`config.mk`:
```
export PLATFORM = sky130hd
export DESIGN_NAME = game_flow_controller
export DESIGN_NICKNAME = d
export VERILOG_FILES = /design/src/rtl/game_flow_pkg.sv /design/src/rtl/key_edge_detect.sv /design/src/rtl/game_flow_controller.sv
export SDC_FILE = /design/constraint.sdc
export NUM_CORES = 1
export LEC_CHECK = 0
export ABC_AREA = 0
export BUFFER_PORTS_ARGS = -buffer_cell sky130_fd_sc_hd__buf_4
export CAP_MARGIN = 15
export CORE_ASPECT_RATIO = 0.8
export CORE_MARGIN = 2
export CORE_UTILIZATION = 44
export CTS_CLUSTER_SIZE = 12
export DETAILED_ROUTE_END_ITERATION = 8
export GPL_ROUTABILITY_DRIVEN = 0
export GPL_TIMING_DRIVEN = 0
export PLACE_DENSITY = 0.74
export SYNTH_ARGS = -nofsm -noshare
export SYNTH_HDL_FRONTEND = slang
export SYNTH_SLANG_ARGS = --single-unit
```
`constraint.sdc`:
```
create_clock -name clk -period 2.5 [get_ports clk]
set_input_delay 0.125 -clock clk [delete_from_list [all_inputs] [get_ports clk]]
set_output_delay 0.125 -clock clk [all_outputs]
set_load 0.01 [all_outputs]
```
`src/rtl/game_flow_pkg.sv`:
```
// game_flow_pkg
//   Shared types for the Road Fighter game flow: the game phase enum used by
//   game_flow_controller and the screen-select codes consumed by the objects
//   mux. Also provides a small helper for sizing frame counters.
package game_flow_pkg;

  typedef enum logic [2:0] {
    INTRO     = 3'd0,
    COUNTDOWN = 3'd1,
    RUNNING   = 3'd2,
    PAUSED    = 3'd3,
    CRASH     = 3'd4,
    GAME_OVER = 3'd5
  } game_state_t;

  typedef enum logic [1:0] {
    SCR_INTRO    = 2'd0,
    SCR_GAME     = 2'd1,
    SCR_GAMEOVER = 2'd2
  } screen_sel_t;

  // Largest of three frame-count parameters; sizes the shared frame counter.
  function automatic int max3(input int a, input int b, input int c);
    int m;
    m = (a > b) ? a : b;
    return (m > c) ? m : c;
  endfunction

endpackage

```
`src/rtl/key_edge_detect.sv`:
```
// key_edge_detect
//   Turns a key level into a one-cycle rise pulse.
//   Ports: clk, reset (sync, active-high), key (level in), rise (pulse out).
//   The previous-level register resets to 1 so a key that is already held
//   when reset releases is not reported as a fresh press.
module key_edge_detect (
  input  logic clk,
  input  logic reset,
  input  logic key,
  output logic rise
);

  logic key_prev;

  always_ff @(posedge clk) begin
    if (reset) key_prev <= 1'b1;
    else       key_prev <= key;
  end

  assign rise = key & ~key_prev;

endmodule

```
`src/rtl/game_flow_controller.sv`:
```
// game_flow_controller
//   Central game-state sequencer: intro, countdown, running, paused, crash
//   and game-over phases; lives counting; screen select and motion freeze.
//   All phase timing is in video frames (startOfFrame pulses).
//   Ports:
//     clk, reset          system clock, synchronous active-high reset
//     startOfFrame        one-cycle pulse per video frame
//     enterKey, pauseKey  key levels (edges detected internally)
//     collision           player/obstacle overlap, any pixel cycle
//     fuelEmpty           fuel exhausted level
//     screenSel           screen to display (intro / game / game over)
//     game_running        high in COUNTDOWN, RUNNING, PAUSED, CRASH
//     freeze              high in every phase except RUNNING
//     livesLeft           remaining lives
//     countdownDigit      3/2/1 during COUNTDOWN, else 0
//     newGameStrobe       one-cycle pulse on the first COUNTDOWN cycle
//     dbg_state           current phase, for observation only
module game_flow_controller
  import game_flow_pkg::*;
#(
  parameter int FRAMES_PER_DIGIT = 60,
  parameter int CRASH_FRAMES     = 90,
  parameter int GAMEOVER_FRAMES  = 120,
  parameter int LIVES            = 3
) (
  input  logic        clk,
  input  logic        reset,
  input  logic        startOfFrame,
  input  logic        enterKey,
  input  logic        pauseKey,
  input  logic        collision,
  input  logic        fuelEmpty,
  output screen_sel_t screenSel,
  output logic        game_running,
  output logic        freeze,
  output logic [1:0]  livesLeft,
  output logic [1:0]  countdownDigit,
  output logic        newGameStrobe,
  output game_state_t dbg_state
);

  localparam int CNT_W = $clog2(max3(FRAMES_PER_DIGIT, CRASH_FRAMES, GAMEOVER_FRAMES)) + 1;

  localparam logic [CNT_W-1:0] DIGIT_LOAD    = CNT_W'(FRAMES_PER_DIGIT);
  localparam logic [CNT_W-1:0] CRASH_LOAD    = CNT_W'(CRASH_FRAMES);
  localparam logic [CNT_W-1:0] GAMEOVER_LOAD = CNT_W'(GAMEOVER_FRAMES);
  localparam logic [1:0]       LIVES_INIT    = 2'(LIVES);

  logic enter_rise, pause_rise;

  key_edge_detect u_enter_edge (
    .clk   (clk),
    .reset (reset),
    .key   (enterKey),
    .rise  (enter_rise)
  );

  key_edge_detect u_pause_edge (
    .clk   (clk),
    .reset (reset),
    .key   (pauseKey),
    .rise  (pause_rise)
  );

  game_state_t      state, state_n;
  logic [CNT_W-1:0] frame_cnt, frame_cnt_n, cnt_dec;
  logic [1:0]       digit, digit_n;
  logic [1:0]       lives, lives_n;
  logic             crash_flag, crash_flag_n;
  logic             strobe_n;
  logic             crash_hit;

  always_ff @(posedge clk) begin
    if (reset) begin
      state         <= INTRO;
      frame_cnt     <= '0;
      digit         <= 2'd0;
      lives         <= LIVES_INIT;
      crash_flag    <= 1'b0;
      newGameStrobe <= 1'b0;
    end else begin
      state         <= state_n;
      frame_cnt     <= frame_cnt_n;
      digit         <= digit_n;
      lives         <= lives_n;
      crash_flag    <= crash_flag_n;
      newGameStrobe <= strobe_n;
    end
  end

  always_comb begin
    state_n     = state;
    frame_cnt_n = frame_cnt;
    digit_n     = digit;
    lives_n     = lives;
    strobe_n    = 1'b0;
    // Saturating decrement: frame counter never wraps.
    cnt_dec     = (frame_cnt == '0) ? '0 : frame_cnt - CNT_W'(1);
    // A collision on the frame-boundary cycle itself still counts, since the
    // sticky flag is cleared on that same cycle.
    crash_hit   = crash_flag | collision;
    // Collisions only accumulate between frame boundaries while RUNNING.
    crash_flag_n = (state == RUNNING && !startOfFrame) ? (crash_flag | collision) : 1'b0;

    unique case (state)
      INTRO: begin
        if (enter_rise) begin
          state_n     = COUNTDOWN;
          lives_n     = LIVES_INIT;
          digit_n     = 2'd3;
          frame_cnt_n = DIGIT_LOAD;
          strobe_n    = 1'b1;
        end
      end
      COUNTDOWN: begin
        if (startOfFrame) begin
          frame_cnt_n = cnt_dec;
          if (cnt_dec == '0) begin
            if (digit > 2'd1) begin
              digit_n     = digit - 2'd1;
              frame_cnt_n = DIGIT_LOAD;
            end else begin
              state_n = RUNNING;
            end
          end
        end
      end
      RUNNING: begin
        // Frame-boundary transitions take priority over a simultaneous pause.
        if (startOfFrame && fuelEmpty) begin
          state_n     = GAME_OVER;
          frame_cnt_n = GAMEOVER_LOAD;
        end else if (startOfFrame && crash_hit) begin
          state_n     = CRASH;
          lives_n     = (lives == 2'd0) ? 2'd0 : lives - 2'd1;
          frame_cnt_n = CRASH_LOAD;
        end else if (pause_rise) begin
          state_n = PAUSED;
        end
      end
      PAUSED: begin
        if (pause_rise) state_n = RUNNING;
      end
      CRASH: begin
        if (startOfFrame) begin
          frame_cnt_n = cnt_dec;
          if (cnt_dec == '0) begin
            if (lives == 2'd0) begin
              state_n     = GAME_OVER;
              frame_cnt_n = GAMEOVER_LOAD;
            end else begin
              state_n = RUNNING;
            end
          end
        end
      end
      GAME_OVER: begin
        if (enter_rise && frame_cnt == '0) begin
          state_n     = INTRO;
          frame_cnt_n = '0;
        end else if (startOfFrame) begin
          frame_cnt_n = cnt_dec;
        end
      end
      default: state_n = INTRO;
    endcase
  end

  // Moore outputs decoded from the registered phase.
  always_comb begin
    screenSel = SCR_GAME;
    if (state == INTRO)     screenSel = SCR_INTRO;
    if (state == GAME_OVER) screenSel = SCR_GAMEOVER;
  end

  assign game_running   = (state == COUNTDOWN) || (state == RUNNING) ||
                          (state == PAUSED)    || (state == CRASH);
  assign freeze         = (state != RUNNING);
  assign livesLeft      = lives;
  assign countdownDigit = (state == COUNTDOWN) ? digit : 2'd0;
  assign dbg_state      = state;

endmodule
```
==> impl_metrics.toml <==
[synthesis]
avgSynthCellArea_sq_um = 8.37
yosys_warnings = 0
synth_edf_count = 0
async_reset_ff_share_pct = 0
synth_area_leader_cell = "dfxtp_1"
synth-seq-area-share_pct = 26.4
synth.top_cell.area_share_pct = 26.4
synth_seq_cells = 19
ys_types = 57
synth-main-ff-cell = "dfxtp_1"
synth_area_sq_mm = 0.00144
synth_nets = 182
synth.area.top_cells = "dfxtp_1 (26%), nor2_1 (4.7%), a21oi_1 (4.5%)"
synth_cells = 172

[layout]
syn_to_final_growth_pct = 15.5
drive_gt1_share_pct = 26.4
n_antenna_cell = 0
mostFrequentLayoutCell = "dfxtp_1"
fin_nets = 204
fillers = 287
final_cell_mix = "dfxtp_1 (19), nor2_1 (18), buf_4 (17)"

[route]
dr.first_iter.drc_count = 109
drcViolationCount = 0
wl_per_cell_um = 14.8
wl_um = 3440
first_pass_iters = 4
vias = 1386
viasPerCell = 5.95
ant_nets = 0

[run_status]
status = "completed"

[global_routing]
antenna_found_initial = 0
grt.overflow.total = 0
grt_pass1_wl_um = 5640
grt_max_degree = 11
grt_pass1_vias = 1219
grt_usage_pct = 20.6

[critical_path]
cp.required_ns = 2.65
crit_fanout = 7
crit_type = "register to register"
critPathArrivalTime_ns = 2.30
worst_setup_path_end_kind = "register"
critPathLaunchType = "register"

[clocking]
cts_setup_buffers = 0
cts_tree = "yes"
cts_resized = 0
cts_buffer_depth = 2
htreeDepth = 1
clock_latency_ns = 0.25
cts.sinks = 19
clockRootBuffer = "clkbuf_8"
cts_buffers = 3
hold_buffers = 0
clk_pin_slew_ns = 0.07

[sta]
finalCritPeriodShare_pct = 86.3
period_needed_ns = 2.16
relSlewSlack_pct = 64.1
rsz0062_at_grt = "false"
final_hold_viol_count = 0
finClkSkew_ns = 0.00226
maxSlewViolCount = 0
setup_tns_ns = 0
setup_violations = 0
worst_slack_ns = 0.342
tightest_slew_ns = 0.534
max_freq_mhz = 463

[run]
maxCapViolCount = 0

[pwr]
leakagePower_uw = 0.000638
ir_worst_vdd_mv = 0.579
p_per_area_mw_per_mm2 = 945

[floorplan]
die_area_sq_mm = 0.00375
die_x_um = 67.9
core_area_sq_mm = 0.00311
die_h_um = 55.2
start_util_pct = 46.3
ios = 19
rows = 18

[worst_hold_path]
hold_class = "input pin to register"

[placed_design]
portBuffers = 17
dp_hpwl_um = 2690
place_ws_ns = 0.360
-- layer usage --
layer	GRT usage (%)	share of wire, %
met5	0	0
met4	5.33	0.84
met3	4.66	9.0
met2	33.8	46
met1	27.5	44
-- per-stage QoR --
stage	util, %	power (uW)	std cells	hold WS, ns	instance area, sq um
after detailed placement	52.0	1350	229	0.328	1620
after global routing	53.5	1680	233	0.0697	1660
final	53.5	1570	233	0.0639	1660
after floorplan	-	1140	172	0.232	1440
after CTS	53.5	1560	233	0.0641	1660
after global placement	52.0	1320	229	0.324	1620
-- path summary, 6_finish.rpt --
kind	startpoint	end	slack, ns	depth (start not counted)
setup / recovery	frame_cnt[0]	digit[0]	0.34	7
hold / removal	pauseKey	u_pause_edge.key_prev	0.06	2
hold reg to reg	livesLeft[1]	livesLeft[1]	0.52	2
setup reg to reg	frame_cnt[0]	digit[0]	0.34	7
-- cell type report --
class	instances	area (sq um)	share of cell area [%]
plain buffers	9	97.6	5.87
clock buffers	4	45.0	2.71
inverters	8	30.0	1.81
multi-input cells	136	931	56.0
flip-flops and latches	19	380	22.9
well taps	40	50.0	3.01
repair buffers	17	128	7.68
-- report_power, final --
| group | internal [uW] | total, uW | switching, uW | leakage (uW) |
|---|---|---|---|---|
| Combinational | 416 | 934 | 518 | 0.000460 |
| Clock | 113 | 215 | 102 | 0.0000228 |
| Sequential | 356 | 420 | 64.3 | 0.000155 |
-- flip-flops by register name (all words and copies together), names as in the netlist --
signal,flops
u_pause_edge.key_prev,1
frame_cnt,8
newGameStrobe,1
digit,2
livesLeft,2
dbg_state,3
u_enter_edge.key_prev,1
crash_flag,1
-- critical path: stages (launching register included) --
cell	delay, ns
dfxtp_1	0.41
inv_1	0.09
ha_1	0.27
o21bai_1	0.18
a211oi_1	0.32
o32a_2	0.30
o211ai_2	0.15
mux2_4	0.32
-- synth_stat cells, types with 2 or more instances --
cell type  number
o2111ai_1       2
a211oi_1        3
o31ai_1         4
buf_6           5
o211ai_2        2
nor3_1          7
nand3b_1        2
or2_2           5
nor3b_1         3
o211ai_1        3
o21ai_0        13
ha_1            3
nand3_1         4
mux2i_1         3
a31oi_1         2
xnor2_1         5
a21oi_1        13
nor2_1         18
dfxtp_1        19
inv_1           7
clkbuf_1        2
nand2_1        10
nor4_1          3
-- cells by family after synthesis --
group                    synth area share (%)
AND/OR/NAND/NOR                          27.1
AO/OA/AOI/OAI                            28.2
flip-flops                               26.4
buffers and inverters                    8.87
XOR/XNOR                                 3.65
multiplexers                             3.13
adder cells (fa/ha/maj)                  2.61
Note: power is estimated with default switching activity, not from simulation.
